[src/rtl/edge_event_arb_if.sv]
// Event stream bundle for edge_event_arb: edge pulses and enables in,
// serialized valid/ready event stream and overflow flags out.
interface edge_event_arb_if #(
  parameter int NUM_CH = 4
);
  localparam int ID_W = $clog2(NUM_CH);

  logic [NUM_CH-1:0] posedge_in;
  logic [NUM_CH-1:0] negedge_in;
  logic [NUM_CH-1:0] rise_en;
  logic [NUM_CH-1:0] fall_en;
  logic              evt_valid;
  logic              evt_ready;
  logic [ID_W-1:0]   evt_ch;
  logic              evt_rising;
  logic [NUM_CH-1:0] ovf_sticky;
  logic [NUM_CH-1:0] ovf_clr;

  modport slave (
    input  posedge_in, negedge_in, rise_en, fall_en, evt_ready, ovf_clr,
    output evt_valid, evt_ch, evt_rising, ovf_sticky
  );

  modport master (
    output posedge_in, negedge_in, rise_en, fall_en, evt_ready, ovf_clr,
    input  evt_valid, evt_ch, evt_rising, ovf_sticky
  );
endinterface

[src/rtl/edge_event_arb.sv]
// Latches per-channel edge events as pending bits and serializes them onto a
// single valid/ready stream with round-robin arbitration and overflow flags.
module edge_event_arb #(
  parameter int NUM_CH = 4
) (
  input logic             clk,
  input logic             rst,
  edge_event_arb_if.slave bus
);
  localparam int ID_W = $clog2(NUM_CH);

  typedef enum logic {IDLE, OFFER} state_t;

  state_t            state;
  logic [NUM_CH-1:0] pend_r, pend_f, pend;
  logic [NUM_CH-1:0] set_r, set_f, clr_r, clr_f, keep_r, keep_f, ovf_hit;
  logic [NUM_CH-1:0] ovf;
  logic [ID_W-1:0]   last, win, cand;
  logic              found, win_rise, load;
  logic              valid_q, rise_q;
  logic [ID_W-1:0]   ch_q;
  int unsigned       idx;

  always_comb begin
    pend  = pend_r | pend_f;
    found = 1'b0;
    win   = '0;
    idx   = 0;
    cand  = '0;
    for (int unsigned k = 1; k <= NUM_CH; k++) begin
      idx  = (32'(last) + k) % NUM_CH;
      cand = ID_W'(idx);
      if (!found && pend[cand]) begin
        found = 1'b1;
        win   = cand;
      end
    end
    win_rise = pend_r[win];
    // A grant happens from IDLE regardless of ready, or on a transfer edge.
    load  = found && (state == IDLE || bus.evt_ready);
    clr_r = '0;
    clr_f = '0;
    if (load) begin
      if (win_rise) clr_r[win] = 1'b1;
      else          clr_f[win] = 1'b1;
    end
    set_r   = bus.posedge_in & bus.rise_en;
    set_f   = bus.negedge_in & bus.fall_en;
    keep_r  = pend_r & ~clr_r;
    keep_f  = pend_f & ~clr_f;
    ovf_hit = (set_r & keep_r) | (set_f & keep_f);
  end

  always_ff @(posedge clk) begin
    if (rst) begin
      state   <= IDLE;
      pend_r  <= '0;
      pend_f  <= '0;
      ovf     <= '0;
      valid_q <= 1'b0;
      ch_q    <= '0;
      rise_q  <= 1'b0;
      last    <= ID_W'(NUM_CH - 1);
    end else begin
      pend_r <= keep_r | set_r;
      pend_f <= keep_f | set_f;
      ovf    <= (ovf & ~bus.ovf_clr) | ovf_hit;
      if (load) begin
        state   <= OFFER;
        valid_q <= 1'b1;
        ch_q    <= win;
        rise_q  <= win_rise;
        last    <= win;
      end else if (state == OFFER && bus.evt_ready) begin
        state   <= IDLE;
        valid_q <= 1'b0;
      end
    end
  end

  assign bus.evt_valid  = valid_q;
  assign bus.evt_ch     = ch_q;
  assign bus.evt_rising = rise_q;
  assign bus.ovf_sticky = ovf;
endmodule

[src/flat_wrapper.sv]
// flat-port wrapper written by rule: the top's interface ports become plain ports
module edge_event_arb_flat 
#(
  parameter int NUM_CH = 4
)
  (clk, rst, bus_posedge_in, bus_negedge_in, bus_rise_en, bus_fall_en, bus_evt_ready, bus_ovf_clr, bus_evt_valid, bus_evt_ch, bus_evt_rising, bus_ovf_sticky);
  edge_event_arb_if #(.NUM_CH(NUM_CH)) bus_i ();
  input logic clk;
  input logic rst;
  input wire logic [$bits(bus_i.posedge_in)-1:0] bus_posedge_in;
  input wire logic [$bits(bus_i.negedge_in)-1:0] bus_negedge_in;
  input wire logic [$bits(bus_i.rise_en)-1:0] bus_rise_en;
  input wire logic [$bits(bus_i.fall_en)-1:0] bus_fall_en;
  input wire logic [$bits(bus_i.evt_ready)-1:0] bus_evt_ready;
  input wire logic [$bits(bus_i.ovf_clr)-1:0] bus_ovf_clr;
  output wire logic [$bits(bus_i.evt_valid)-1:0] bus_evt_valid;
  output wire logic [$bits(bus_i.evt_ch)-1:0] bus_evt_ch;
  output wire logic [$bits(bus_i.evt_rising)-1:0] bus_evt_rising;
  output wire logic [$bits(bus_i.ovf_sticky)-1:0] bus_ovf_sticky;
  assign bus_i.posedge_in = bus_posedge_in;
  assign bus_i.negedge_in = bus_negedge_in;
  assign bus_i.rise_en = bus_rise_en;
  assign bus_i.fall_en = bus_fall_en;
  assign bus_i.evt_ready = bus_evt_ready;
  assign bus_i.ovf_clr = bus_ovf_clr;
  assign bus_evt_valid = bus_i.evt_valid;
  assign bus_evt_ch = bus_i.evt_ch;
  assign bus_evt_rising = bus_i.evt_rising;
  assign bus_ovf_sticky = bus_i.ovf_sticky;
  edge_event_arb #(.NUM_CH(NUM_CH)) u_core (.clk(clk), .rst(rst), .bus(bus_i));
endmodule
[config.mk]
export PLATFORM = sky130hd
export DESIGN_NAME = edge_event_arb_flat
export DESIGN_NICKNAME = d
export VERILOG_FILES = /design/src/rtl/edge_event_arb_if.sv /design/src/rtl/edge_event_arb.sv /design/src/flat_wrapper.sv
export SDC_FILE = /design/constraint.sdc
export NUM_CORES = 1
export LEC_CHECK = 0
export CAP_MARGIN = 30
export CORE_ASPECT_RATIO = 0.6
export CORE_MARGIN = 5
export CORE_UTILIZATION = 40
export DETAILED_ROUTE_END_ITERATION = 10
export HOLD_SLACK_MARGIN = 0.02
export PLACE_DENSITY = 0.69
export SKIP_LAST_GASP = 1
export SLEW_MARGIN = 30
export SYNTH_ARGS = -nofsm -noshare
export SYNTH_HDL_FRONTEND = slang
export SYNTH_SLANG_ARGS = --single-unit
[constraint.sdc]
create_clock -name clk -period 4.7 [get_ports clk]
set_input_delay 0.94 -clock clk [delete_from_list [all_inputs] [get_ports clk]]
set_output_delay 0.94 -clock clk [all_outputs]
set_load 0.05 [all_outputs]
Word-level counts from Yosys, hierarchy flattened
Cells that the tools add are included.
{"block": "op_classes", "add_sub_neg": 4, "n_lt_le_gt_ge": 6, "mux": 26, "bitwise": 16, "n_reduce_logical": 11}
{"cell": "4-bit bitwise AND", "n": 7}
{"cell": "4-bit OR", "n": 5}
{"cell": "4-bit 2-to-1 mux", "n": 4}
{"cell": "2-bit by 3-bit less-than comparator with 1-bit output (second input constant)", "n": 5}
{"cell": "1-bit 2-to-1 mux", "n": 12}
{"cell": "4-bit inverter", "n": 3}
{"cell": "1-bit binary-select mux with 2-bit select", "n": 5}
{"cell": "2-bit 2-to-1 mux", "n": 4}
{"cell": "1-bit logical AND", "n": 6}
{"cell": "2-bit by 1-bit adder with 2-bit output (second input constant)", "n": 2}
{"cell": "2-bit adder (second input constant)", "n": 2}
{"cell": "1-bit zero test", "n": 3}
{"cell": "1-bit demux with 2-bit select", "n": 1}
{"cell": "2-bit by 1-bit >= comparator with 1-bit output (second input constant)", "n": 1}
{"cell": "2-bit nonzero test", "n": 1}
{"cell": "1-bit logical OR", "n": 1}
{"cell": "1-bit inverter", "n": 1}
{"block": "totals", "ff_bits": 18, "inputBits": 23, "output_inout_bits": 8, "wordCells": 70}

Longest topological paths before layout
{"block": "logic_depth", "ltp_word": 24, "ltp_mapped": 7, "ltp_nobuf": 5}

Worst setup path after synthesis
Ideal clock, no wire load.
{"block": "synth_path", "path_kind": "input to register", "startpoint": "input bus_evt_ready", "endpoint": "register u_core.ovf[3], in the netlist u_core.bus.ovf_sticky[3]", "setup_time_ps": 133, "arrival_time_ps": 1982, "t_required_ps": 4567, "setup_slack_ps": 2586, "stages": 6, "n_path_buf": 1, "cell_sequence": "nand2b_1 -> o21ai_2 -> or3b_1 -> buf_2 -> o31ai_1 -> a31oi_1"}
{"block": "synth_between", "elab_chain_cells": 8, "elab_cells_between_ends": 12, "classes_between": "mux (2); bitwise (8); reduce/logical (2)"}
{"item": "start, declared", "line_no": "flat_wrapper.sv:14", "text": "input wire logic [$bits(bus_i.evt_ready)-1:0] bus_evt_ready;"}
{"item": "1-bit logical OR (*)", "line_no": "edge_event_arb.sv:40", "text": "load = found && (state == IDLE || bus.evt_ready);"}
{"item": "1-bit logical AND (*)", "line_no": "edge_event_arb.sv:40"}
{"item": "4-bit 2-to-1 mux", "line_no": "edge_event_arb.sv:43", "text": "if (load) begin"}
{"item": "4-bit inverter, on equally long branches", "line_no": "edge_event_arb.sv:49, edge_event_arb.sv:50"}
{"item": "4-bit bitwise AND, on equally long branches", "line_no": "edge_event_arb.sv:49, edge_event_arb.sv:50"}
{"item": "4-bit bitwise AND", "line_no": "edge_event_arb.sv:51", "text": "ovf_hit = (set_r & keep_r) | (set_f & keep_f);"}
{"item": "4-bit OR (*)", "line_no": "edge_event_arb.sv:51"}
{"item": "4-bit OR (*)", "line_no": "edge_event_arb.sv:67", "text": "ovf <= (ovf & ~bus.ovf_clr) | ovf_hit;"}
{"item": "end signal, assigned", "line_no": "edge_event_arb.sv:67"}
{"item": "end, declared", "line_no": "edge_event_arb.sv:17", "text": "logic [NUM_CH-1:0] ovf;"}
Mark *: on every way between the ends. The rest lies on a longest branch, timed or not.
A chain may end at the register's enable or synchronous reset.

Worst setup path in the final report
Ends and elaborated chain as after synthesis.

==> impl_metrics.json <==
{
  "clkSlewWorstSetupHoldPaths_ns": 0.07,
  "yosysUniqueCellTypes": 45,
  "yosysSeqAreaShare_pct": 33.8,
  "postLayoutCellArea_um2": 1410,
  "portBuffers": 30,
  "cpPeakStageDelay_ns": 0.51,
  "fin_ws_ns": 2.19,
  "synthTopCellsByCount": "18 x dfxtp_1, 12 x nand2_1, 11 x a21oi_1",
  "diodes": 0,
  "seqPwrFrac_pct": 39.5,
  "dieArea_um2": 3830,
  "die_h_um": 50.0,
  "initial_utilization_pct": 42.2,
  "stdcell_count": 188,
  "synth_fp_nets": 154,
  "cp-end-kind": "flip-flop",
  "async_reset_ff_share_pct": 0,
  "syn_avg_cell_area_um2": 8.13,
  "crit_fanout": 7,
  "final_layout_size_suffix_gt1_share_pct": 5.77,
  "fin_crit_ns": 2.51,
  "powerDensity_nw_per_um2": 347,
  "comb_power_share_pct": 38.4,
  "wl_per_cell_um": 15.2,
  "wl_um": 2850,
  "overflow": 0,
  "synth_most_common_cell": "dfxtp_1",
  "worstHoldStart": "u_core.bus.evt_ch[1]",
  "status": "finished clean",
  "drtAntennaViolNets": 0,
  "num_rows": 14,
  "totalPowerFinal_w": 0.000490,
  "fmax_mhz": 398,
  "hold_buffers": 0,
  "fin_setup_tns_ns": 0,
  "ys_top_cells_by_area": "dfxtp_1 34%, a21oi_1 5.2%, nand2_1 4.2%",
  "finalSetupViolCount": 0,
  "gp_congestion": 0.829,
  "p_sw_share_pct": 37.8,
  "grt_pass1_vias": 1004,
  "post_cts_buffers": 0,
  "r2r-start": "u_core.pend_r[0]",
  "clk_latency_ns": 0.26,
  "synth_area_um2": 1060,
  "hpwl_um": 2160,
  "slew_headroom_pct": 47.2,
  "ys_seq_elements": 18,
  "path_cells": "clkdlybuf4s50_1, nand2b_1, o21ai_2, or3b_1, o31ai_1, a31oi_1",
  "cp_slowest_cell": "or3b_1",
  "critPathRequiredTime_ns": 4.81,
  "critPathArrivalTime_ns": 2.62,
  "vias_per_cell": 5.98,
  "rsz0062_at_grt": "no",
  "worstMarginPinSlew_ns": 0.789,
  "coreArea_um2": 2520,
  "period_share_pct": 53.4,
  "worstSetupStartpointType": "input pin",
  "drt_iter0_drc": 66,
  "numCtsBuffers": 3,
  "post-synth-top-area-fraction_pct": 33.8,
  "placed_cells": 185,
  "vias": 1124,
  "yosys_warnings": 0,
  "hold_viol": 0,
  "antenna_found_initial": 0,
  "critPathLaunch": "bus_evt_ready",
  "root_buffer": "clkbuf_8",
  "cts.repair.resized": 0,
  "drv_slew": 0,
  "io_pins": 31,
  "cap_violations": 0,
  "area_growth_pct": 32.8,
  "skew_ns": 0.00327,
  "syn_inst": 131,
  "max-vdd-ir-drop_uv": 150,
  "h-tree-depth": 1,
  "synth_edf_count": 0,
  "critPathKind": "input pin to flip-flop",
  "cts_tree": "yes",
  "synth-main-ff-cell": "dfxtp_1",
  "switchingPower_w": 0.000185,
  "die_width_um": 76.6,
  "power_leakage_nw": 0.507,
  "cts_sinks": 18,
  "drc_errors": 0,
  "hp-class": "flip-flop to flip-flop",
  "synth_top_area_cell": "dfxtp_1",
  "clock_path_buffers": 2,
  "grt_usage_pct": 15.2,
  "grt_pass1_wl_um": 4790,
  "first_pass_iters": 4,
  "p_clk_share_pct": 22.1,
  "p_int_w": 0.000305,
  "grt_max_degree": 24,
  "fin_nets": 181,
  "dp_slack_ns": 1.91,
  "dpl_cell_area_um2": 1370
}
[cells in the final DEF (no fill, tap or decap), types with 4 or more instances in the layout]
cell type,Yosys,layout
a21oi_1,11,11
clkdlybuf4s50_1,0,30
dfxtp_1,18,18
nand2_1,12,12
nand2b_1,6,6
nor2_1,6,6
o21a_1,4,4
o21ai_0,7,7
o31ai_1,6,6
[critical path, delay by kind of cell]
kind	cells	cell delay, ns
buffers and inverters	1	0.45
AOI/OAI and AO/OA	3	0.53
and+or+nand+nor	2	0.69
[cell type report]
class	instances	area (um^2)
Clock buffer	3	41.3
Fill cell	249	1110
Inverter	2	7.51
Multi-Input combinational cell	103	664
Sequential cell	18	360
Tap cell	32	40.0
Timing Repair Buffer	30	300
[cell families after synthesis]
group,synth area share (%)
AO/OA/AOI/OAI,39.4
buffers and inverters,3.76
flip-flops,33.8
AND/OR/NAND/NOR,23.0
[sequential cells by signal, summed over array words and instances (netlist names)]
signal,flops
u_core.bus.evt_ch,2
u_core.pend_r,4
u_core.bus.ovf_sticky,4
u_core.state,1
u_core.last,2
u_core.bus.evt_rising,1
u_core.pend_f,4
[final timing paths]
kind | endpoint | slack, ns | cells past startpoint
worst max-delay path | u_core.bus.ovf_sticky[3] | 2.19 | 6
worst min-delay path | u_core.bus.evt_ch[1] | 0.46 | 2
worst max register to register | u_core.bus.ovf_sticky[3] | 2.49 | 5
worst min register to register | u_core.bus.evt_ch[1] | 0.46 | 2
[power groups by stage]
stage | clock [W] | combinational (W) | sequential [W]
6_report | 0.000108 | 0.000188 | 0.000194
4_1_cts | 0.000112 | 0.000187 | 0.000193
3_5_place_dp | 0 | 0.000186 | 0.000197
5_1_grt | 0.000117 | 0.000206 | 0.000198
2_1_floorplan | 0 | 0.000117 | 0.000207
3_3_place_gp | 0 | 0.000184 | 0.000196
[routing by layer]
metal / share of wire (%) / up-vias / GRT usage, %
li1: - / 562 / -
met1: 51 / 519 / 21.8
met2: 40 / 41 / 21.4
met3: 8.5 / 2 / 5.45
met4: 0.56 / 0 / 3.49
met5: 0 / - / 0
[stage by stage]
step | hold WS [ns] | util, %
finish | 0.456 | 56.1
global route | 0.494 | 56.1
CTS | 0.459 | 56.1
detailed placement | 0.450 | 54.4
global placement | 0.447 | 54.4
floorplan | 0.473 | -
No activity file was read; power rests on OpenSTA's default activity.
